[config.mk]
export PLATFORM = sky130hd
export DESIGN_NAME = switch_input_reader
export DESIGN_NICKNAME = d
export VERILOG_FILES = /design/src/rtl/switch_input_reader.sv
export SDC_FILE = /design/constraint.sdc
export NUM_CORES = 1
export LEC_CHECK = 0
export ABC_AREA = 1
export BUFFER_PORTS_ARGS = -buffer_cell sky130_fd_sc_hd__buf_2
export CAP_MARGIN = 40
export CORE_ASPECT_RATIO = 0.9
export CORE_MARGIN = 5
export CORE_UTILIZATION = 55
export DETAILED_ROUTE_END_ITERATION = 12
export PLACE_DENSITY = 0.79
export SKIP_LAST_GASP = 1
export SYNTH_ARGS = -nofsm -noshare
export SYNTH_HDL_FRONTEND = slang
export SYNTH_SLANG_ARGS = --single-unit
[constraint.sdc]
create_clock -name CLK -period 1.4 [get_ports CLK]
set_input_delay 0.14 -clock CLK [delete_from_list [all_inputs] [get_ports CLK]]
set_output_delay 0.14 -clock CLK [all_outputs]
set_load 0.01 [all_outputs]
[src/rtl/switch_input_reader.sv]
// Synchronizes and debounces slide switches and push buttons, then captures an
// operand pair from the switches under button control for a downstream consumer.
module switch_input_reader #(
    parameter int DEBOUNCE_CYCLES = 50000,
    parameter int CNT_W           = 16
) (
    input  logic       CLK,
    input  logic       RST,
    input  logic [7:0] SW,
    input  logic [3:0] BTN,
    output logic [7:0] sw_stable,
    output logic       sw_changed,
    output logic [3:0] btn_level,
    output logic [3:0] btn_press,
    output logic [3:0] btn_release,
    output logic [7:0] op_a,
    output logic [7:0] op_b,
    output logic       op_valid,
    input  logic       op_ack
);

    localparam int NBITS = 12;
    localparam logic [CNT_W-1:0] CNT_MAX = CNT_W'(DEBOUNCE_CYCLES - 1);

    typedef enum logic [0:0] {
        IDLE = 1'b0,
        HOLD = 1'b1
    } state_t;

    // Switches occupy bits 7:0 and buttons bits 11:8 of every per-bit vector.
    logic [NBITS-1:0] s1;
    logic [NBITS-1:0] s2;
    logic [NBITS-1:0] stable;
    logic [NBITS-1:0] stable_next;
    logic [CNT_W-1:0] cnt      [NBITS];
    logic [CNT_W-1:0] cnt_next [NBITS];

    always_comb begin
        stable_next = stable;
        for (int i = 0; i < NBITS; i++) begin
            cnt_next[i] = '0;
            if (s2[i] != stable[i]) begin
                if (cnt[i] == CNT_MAX) begin
                    stable_next[i] = s2[i];
                end else begin
                    cnt_next[i] = cnt[i] + CNT_W'(1);
                end
            end
        end
    end

    always_ff @(posedge CLK) begin
        if (RST) begin
            s1          <= '0;
            s2          <= '0;
            stable      <= '0;
            sw_changed  <= 1'b0;
            btn_press   <= '0;
            btn_release <= '0;
            for (int i = 0; i < NBITS; i++) begin
                cnt[i] <= '0;
            end
        end else begin
            s1          <= {BTN, SW};
            s2          <= s1;
            stable      <= stable_next;
            sw_changed  <= |(stable_next[7:0] ^ stable[7:0]);
            btn_press   <= stable_next[11:8] & ~stable[11:8];
            btn_release <= ~stable_next[11:8] & stable[11:8];
            for (int i = 0; i < NBITS; i++) begin
                cnt[i] <= cnt_next[i];
            end
        end
    end

    assign sw_stable = stable[7:0];
    assign btn_level = stable[11:8];

    // Handshake: op_valid rises once the pair is submitted and stays high with
    // op_a/op_b frozen until op_ack is seen high at a clock edge while op_valid=1;
    // op_valid falls at that edge. op_ack while op_valid=0 has no effect.
    state_t state;
    state_t state_next;
    logic   load_a;
    logic   load_b;
    logic   clear_ops;

    always_comb begin
        state_next = state;
        load_a     = 1'b0;
        load_b     = 1'b0;
        clear_ops  = 1'b0;
        if (btn_press[3]) begin
            clear_ops  = 1'b1;
            state_next = IDLE;
        end else begin
            case (state)
                IDLE: begin
                    load_a = btn_press[0];
                    load_b = btn_press[1];
                    if (btn_press[2]) state_next = HOLD;
                end
                HOLD: begin
                    if (op_ack) state_next = IDLE;
                end
                default: state_next = IDLE;
            endcase
        end
    end

    always_ff @(posedge CLK) begin
        if (RST) begin
            state    <= IDLE;
            op_valid <= 1'b0;
            op_a     <= '0;
            op_b     <= '0;
        end else begin
            state    <= state_next;
            op_valid <= (state_next == HOLD);
            if (clear_ops) begin
                op_a <= '0;
                op_b <= '0;
            end else begin
                if (load_a) op_a <= sw_stable;
                if (load_b) op_b <= sw_stable;
            end
        end
    end

endmodule

# Word level (Yosys, flattened, before mapping)
# Memory sizes are Yosys's and may differ from the RTL's.
# Cells that the tools add are included.
word_totals:
  reg_bits: 62
  mem_bits_rw: 192
  inputBits: 15
  out_inout_bits: 38
  word_cells: 138
  n_memories: 1
memory_table:
  columns: ["name", "depth", "word_bits", "rd", "rd_clocked_by_memory_dff", "write_ports", "line", "source"]
  rows:
  - ["cnt", 12, 16, 12, 0, 12, "35", "logic [CNT_W-1:0] cnt [NBITS];"]
op_classes:
  addsub: 12
  eq_ne: 24
  muxes: 71
  n_bitwise: 18
  reduce_logical: 3
op_table:
  columns: ["cell", "count"]
  rows:
  - ["$mux 16", 36]
  - ["$add 16x1->16 const B", 12]
  - ["$eq 16x16->1 const B", 12]
  - ["$mux 1", 34]
  - ["$ne 1x1->1", 12]
  - ["$or 1x1->1", 12]
  - ["$and 4x4->4", 2]
  - ["$not 4->4", 2]
  - ["$reduce_or 8->1", 1]
  - ["$xor 8x8->8", 1]
  - ["$reduce_or 2->1", 2]
  - ["$pmux 1 s2", 1]
  - ["$not 1->1", 1]

# Depth between registers and ports, before layout
# Gate-level depths: netlist (run 1).
logic_depth:
  depth_word: 5
  mapped_depth: 10
  mapped_depth_nobuf: 10

# Least setup slack after synthesis (run 1)
# OpenSTA, ideal clock, no wires.
synth_timing:
  path_kind: "register to register"
  from: "mem cnt[3][0], in the netlist cnt[0][48]"
  to: "mem cnt[3][15], in the netlist cnt[0][63]"
  setup_ns: 0.115
  t_arrival_ns: 1.297
  required_ns: 1.285
  path_slack_ns: -0.011
  path_stages_with_launch: 10
  path_buffers: 1
  period_less_slack_ns: 1.411
  path_cell_list: "dfxtp_1 -> ha_1 -> nand2_1 -> nor2_4 -> inv_2 -> nor2_1 -> nand2_1 -> nand3_2 -> buf_6 -> nor2_1"
synth_rtl:
  columns: ["item", "line"]
  rows:
  - ["from (decl)", "35"]

==> results of run 1 <==
[cells in the mapped netlist, types with 6 or more instances]
| master | number | area share (%) |
|---|---|---|
| nor4_1 | 7 | 0.39 |
| nand2_1 | 238 | 8.0 |
| inv_2 | 8 | 0.27 |
| nand3b_1 | 9 | 0.61 |
| nor2_1 | 308 | 10 |
| ha_1 | 12 | 1.3 |
| buf_4 | 9 | 0.61 |
| xor2_1 | 63 | 4.9 |
| or2_2 | 10 | 0.56 |
| nor3b_1 | 19 | 1.3 |
| nor3_1 | 59 | 2.6 |
| o21ai_0 | 34 | 1.5 |
| dfxtp_1 | 254 | 46 |
| nand2_2 | 6 | 0.34 |
| nor2_2 | 8 | 0.45 |
| nand4_1 | 34 | 1.9 |
| nand3_2 | 11 | 0.99 |
| xnor2_1 | 18 | 1.4 |
| o21a_1 | 6 | 0.40 |
| nand3_1 | 83 | 3.7 |
| inv_1 | 173 | 5.8 |
| a21oi_1 | 78 | 3.5 |
[sequential cells by signal, summed over array words and instances (netlist names)]
signal and flops:
sw_changed 1, cnt 192, state 1, op_b 8, op_a 8, stable 12
s1 12, btn_press 4, btn_release 4, s2 12
[path summary, 6_finish.rpt]
check / end / slack (ns) / start
setup / recovery: sw_changed / -0.03 / cnt[0][48]
hold reg to reg: s2[10] / 0.41 / s1[10]
setup reg to reg: sw_changed / -0.03 / cnt[0][48]
hold / removal: s1[9] / 0.34 / BTN[1]
[layout by cell type (no fill, tap or decap), drive strengths merged]
cell type and n:
a211oi 4, a21oi 79, a31oi 1, and3 1, buf 168, bufinv 1, clkbuf 38, clkinv 6
clkinvlp 3, dfxtp 254, dlygate4sd3 14, ha 12, inv 182, nand2 244, nand2b 2, nand3 95
nand3b 9, nand4 34, nor2 321, nor3 68, nor3b 20, nor4 7, o21a 6, o21ai 37
or2 15, or3 1, xnor2 18, xor2 63
[critical path, cell delays in order (launching register included)]
cell and delay [ns]:
dfxtp_2 0.35, ha_4 0.15, nand2_4 0.06, nor2_4 0.18, inv_2 0.07, nor2_4 0.12
nand3_2 0.11, nand2_2 0.10, nor2_2 0.05, a21oi_2 0.16
[layout make-up]
| cell class | instances | share of cell area (%) |
|---|---|---|
| Timing Repair Buffer | 184 | 10.0 |
| Sequential cell | 254 | 34.9 |
| Inverter | 182 | 4.73 |
| Clock buffer | 36 | 5.07 |
| Clock inverter | 10 | 0.593 |
| Multi-Input combinational cell | 1037 | 42.5 |
| Tap cell | 255 | 2.16 |
[cells by family (layout without fill, tap and decap cells)]
family	Yosys count	after routing	synth area share (%)
AND/OR/NAND/NOR	816	817	33.5
flip-flops	254	254	45.6
buffers and inverters	202	412	7.33
AO/OA/AOI/OAI	127	127	5.96
XOR/XNOR	81	81	6.36
adder cells (fa/ha/maj)	12	12	1.34
[what timing repair did]
action,4_1_cts,5_1_grt
buffers inserted,7,20
endpoints found under the hold margin,14,0
resized for setup,71,245
pin swaps,11,65
hold buffers,14,0
endpoints found under the setup margin,170,202
gates cloned,1,4
[layer usage]
layer | track usage (%) | share of wire, %
met1 | 26.6 | 42
met2 | 35.7 | 50
met3 | 3.69 | 4.9
met4 | 5.55 | 3.1
met5 | 0 | 0
[through the flow]
step / setup TNS, ns / cell area, sq um / setup WS (ns) / std cells / hold slack (ns)
6_report: -0.0847 / 14800 / -0.0270 / 1958 / 0.342
5_1_grt: -3.67 / 14800 / -0.107 / 1958 / 0.351
4_1_cts: -0.232 / 13700 / -0.0326 / 1936 / 0.328
3_5_place_dp: -4.54 / 12400 / -0.0863 / 1869 / 0.334
3_3_place_gp: -0.575 / 12400 / -0.0376 / 1869 / 0.331
2_1_floorplan: 0 / 11200 / 0.00405 / 1492 / 0.230
[power by group]
part	internal, mW	switching, mW	total [mW]	leakage [nW]
Clock	3.93	2.87	6.79	0.410
Combinational	0.158	0.188	0.346	3.06
Sequential	7.26	0.0293	7.29	2.08
Total	11.3	3.08	14.4	5.54
==> impl_metrics.tcl, run 1 <==
set metrics [dict create \
    nNetsFinal 1712 \
    synth_cell_type_count 40 \
    cts_tree "built" \
    drcViolationCount 0 \
    critPathRequiredTime_ns 1.85 \
    num_rows 49 \
    synthArstFlopShare_pct 0 \
    relSlewSlack_pct 73.7 \
    reg2reg_depth 9 \
    cts_root_buf "clkbuf_16" \
    drt_iter0_drc 668 \
    firstDrtPassIters 5 \
    netlist_area_sq_um 11200 \
    critPathKind "reg -> reg" \
    synth_seq_area_share_pct 45.6 \
    post-route-min-period_ns 1.43 \
    antenna_found_initial 0 \
    globalRouteTotalUtil_pct 20.6 \
    grt_max_degree 23 \
    worstSkewPairLatency_ns 0.53 \
    startpoint_type "flip-flop" \
    dieWidth_um 160 \
    grt-ovfl-total 0 \
    ant_nets 0 \
    core_sq_um 20000 \
    period_share_pct 102 \
    area_growth_pct 32.4 \
    synth-seq-cells 254 \
    fin_ws_ns -0.0270 \
    synth_ff_type "dfxtp_1" \
    cp-end-kind "flip-flop" \
    fill_cells 1311 \
    final_core_util_pct 73.9 \
    design.die.area_sq_um 23300 \
    regArea_sq_um 5160 \
    via_per_inst 5.25 \
    setup_violations 5 \
    slew_viol_final 0 \
    cts.sinks 254 \
    grt_pass1_wl_um 42000 \
    worst_pin_slew_ns 0.393 \
    ir_worst_vdd_mv 0.902 \
    finalHoldViolCount 0 \
    clk_pin_slew_ns 0.06 \
    io_buffers 52 \
    arrival_ns 1.88 \
    io_pins 53 \
    postSynthCellCount 1492 \
    power.total_mw 14.4 \
    violations "setup timing" \
    drive_above_1_share_pct 28.7 \
    multi_input_area_sq_um 6290 \
    cts_max_level 1 \
    synth_fp_nets 1519 \
    cp_max_fo 3 \
    die_h_um 145 \
    syn_area_per_cell_sq_um 7.48 \
    synth_edf_count 0 \
    power_leakage_nw 5.54 \
    worstHoldPathType "in -> reg" \
    num_antenna_cells 0 \
    yosys_warnings 0 \
    hold_depth 4 \
    avgRoutedWirePerCell_um 14.2 \
    initial_core_util_pct 55.9 \
    fin_skew_ns 0.00832 \
    gp_congestion 0.841 \
    cts_max_path_buffers 3 \
    vias 10300 \
    totalWireLength_um 27800 \
    rsz0062_at_grt "true" \
    numCtsBuffers 26 \
    first_global_vias 9385 \
    p_per_area_nw_per_um2 976 \
    status "finished, violations left" \
    dp_hpwl_um 16900 \
    fmax_mhz 701 \
    drv_cap 0 \
]
(Power assumes the default switching activity.)
==> run 2: changes to the inputs <==
--- a/config.mk
+++ b/config.mk
@@ -14,3 +14,3 @@
 export DETAILED_ROUTE_END_ITERATION = 12
-export PLACE_DENSITY = 0.79
+export PLACE_DENSITY = 0.75
 export SKIP_LAST_GASP = 1
==> constraint.sdc (replaced) <==
create_clock -name CLK -period 1.4 [get_ports CLK]
set_input_delay 0 -clock CLK [delete_from_list [all_inputs] [get_ports CLK]]
set_output_delay 0 -clock CLK [all_outputs]
set_load 0.01 [all_outputs]
==> impl_metrics.tcl, run 2 (same netlist as run 1, synthesis figures left out) <==
set metrics [dict create \
    status "finished, violations left" \
    violations "setup timing" \
    worst_pin_slew_ns 0.333 \
    arrival_ns 1.87 \
    area_growth_pct 35.5 \
    critPathRequiredTime_ns 1.82 \
    cts_tree "built" \
    core_sq_um 20000 \
    worstSkewPairLatency_ns 0.53 \
    cts.sinks 254 \
    io_pins 53 \
    fin_ws_ns -0.0426 \
    finalHoldViolCount 0 \
    initial_core_util_pct 55.9 \
    rsz0062_at_grt "true" \
    globalRouteTotalUtil_pct 20.6 \
    grt_max_degree 22 \
    largest_reg_flops 192 \
    fin_tns_setup_ns -0.270 \
    power_leakage_nw 5.76 \
    relSlewSlack_pct 77.6 \
    firstDrtPassIters 4 \
    fin_skew_ns 0.00774 \
    period_share_pct 103 \
    ir_worst_vdd_mv 1.01 \
    hold_ws_ns 0.228 \
    totalWireLength_um 27000 \
    cts_max_path_buffers 3 \
    drv_cap 0 \
    dp_slack_ns -0.0898 \
    drcViolationCount 0 \
    first_global_vias 9353 \
    num_rows 49 \
    design.die.area_sq_um 23300 \
    cts_max_level 1 \
    grt-ovfl-total 0 \
    p_per_area_nw_per_um2 1040 \
    final_cell_mix "nor2_1, dfxtp_1, nand2_1, inv_1, buf_4" \
    grt_pass1_wl_um 41800 \
    fmax_mhz 693 \
    dieWidth_um 160 \
    final_common_cell "nor2_1" \
    power.total_mw 15.7 \
    setup_violations 16 \
    dp_hpwl_um 16900 \
    gp_congestion 0.881 \
    drt_iter0_drc 561 \
    avgRoutedWirePerCell_um 13.6 \
    startpoint_type "flip-flop" \
    via_per_inst 5.15 \
    top_register "cnt" \
    cts_root_buf "clkbuf_16" \
    cp-end-kind "flip-flop" \
    slew_viol_final 0 \
    ant_nets 0 \
    num_antenna_cells 0 \
    antenna_found_initial 0 \
    nNetsFinal 1740 \
    io_buffers 52 \
    numCtsBuffers 26 \
    vias 10200 \
    cp_max_fo 7 \
    critPathKind "reg -> reg" \
    worstHoldPathType "in -> reg" \
    post-route-min-period_ns 1.44 \
    drive_above_1_share_pct 30.4 \
    clk_pin_slew_ns 0.06 \
    die_h_um 145 \
]
-- run 2: final cells by class --
| cell class | instances | area (sq um) |
|---|---|---|
| fill | 1333 | 4860 |
| multi-input combinational | 1036 | 6250 |
| sequential | 254 | 5150 |
| inverter | 182 | 698 |
| timing repair buffer | 213 | 1710 |
| clock inverter | 17 | 303 |
| clock buffer | 31 | 701 |
| tap | 255 | 319 |
-- run 2: report_power, final --
group,switching (mW),internal [mW]
logic,0.184,0.172
registers,0.0271,7.27
clock network,2.98,5.07
-- run 2: stage by stage --
| step | util [%] | cell area [sq um] | std cells |
|---|---|---|---|
| floorplan | - | 11200 | 1492 |
| global placement | 62.4 | 12500 | 1882 |
| detailed placement | 62.4 | 12500 | 1882 |
| CTS | 69.4 | 13900 | 1955 |
| global route | 75.7 | 15100 | 1988 |
| finish | 75.7 | 15100 | 1988 |
-- run 2: critical path, stage by stage, from the launching register on --
cell and delay (ns):
dfxtp_2 0.35, ha_4 0.15, nand2_4 0.06, nor2_4 0.13, nand4_1 0.14, nand2b_4 0.19, nand2_4 0.09, clkbuf_16 0.17
nor3b_2 0.05
-- run 2: per-layer routing --
layer  routed length [um]  track usage, %  vias up
met5                    0               0        -
met2                13300            35.2      207
met1                11700            26.9     4739
met3                 1230            3.80       56
li1                     -               -     5239
met4                  681            5.51        0
-- run 2: path summary, 6_finish.rpt --
| path | slack, ns | depth (start not counted) | startpoint | endpoint |
|---|---|---|---|---|
| worst max register to register | -0.04 | 8 | cnt[2][17] | cnt[2][26] |
| worst min-delay path | 0.23 | 3 | op_ack | state |
| worst max-delay path | -0.04 | 8 | cnt[2][17] | cnt[2][26] |
| worst min register to register | 0.40 | 2 | s1[9] | s2[9] |
-- run 2: repair_timing --
action                                  CTS  global route
hold buffers                             22             0
resized for setup                        53           254
endpoints found under the hold margin    26             0
cloned                                    0             4
setup buffers                             3            29
endpoints found under the setup margin  177           211
pin swaps                                 8            74
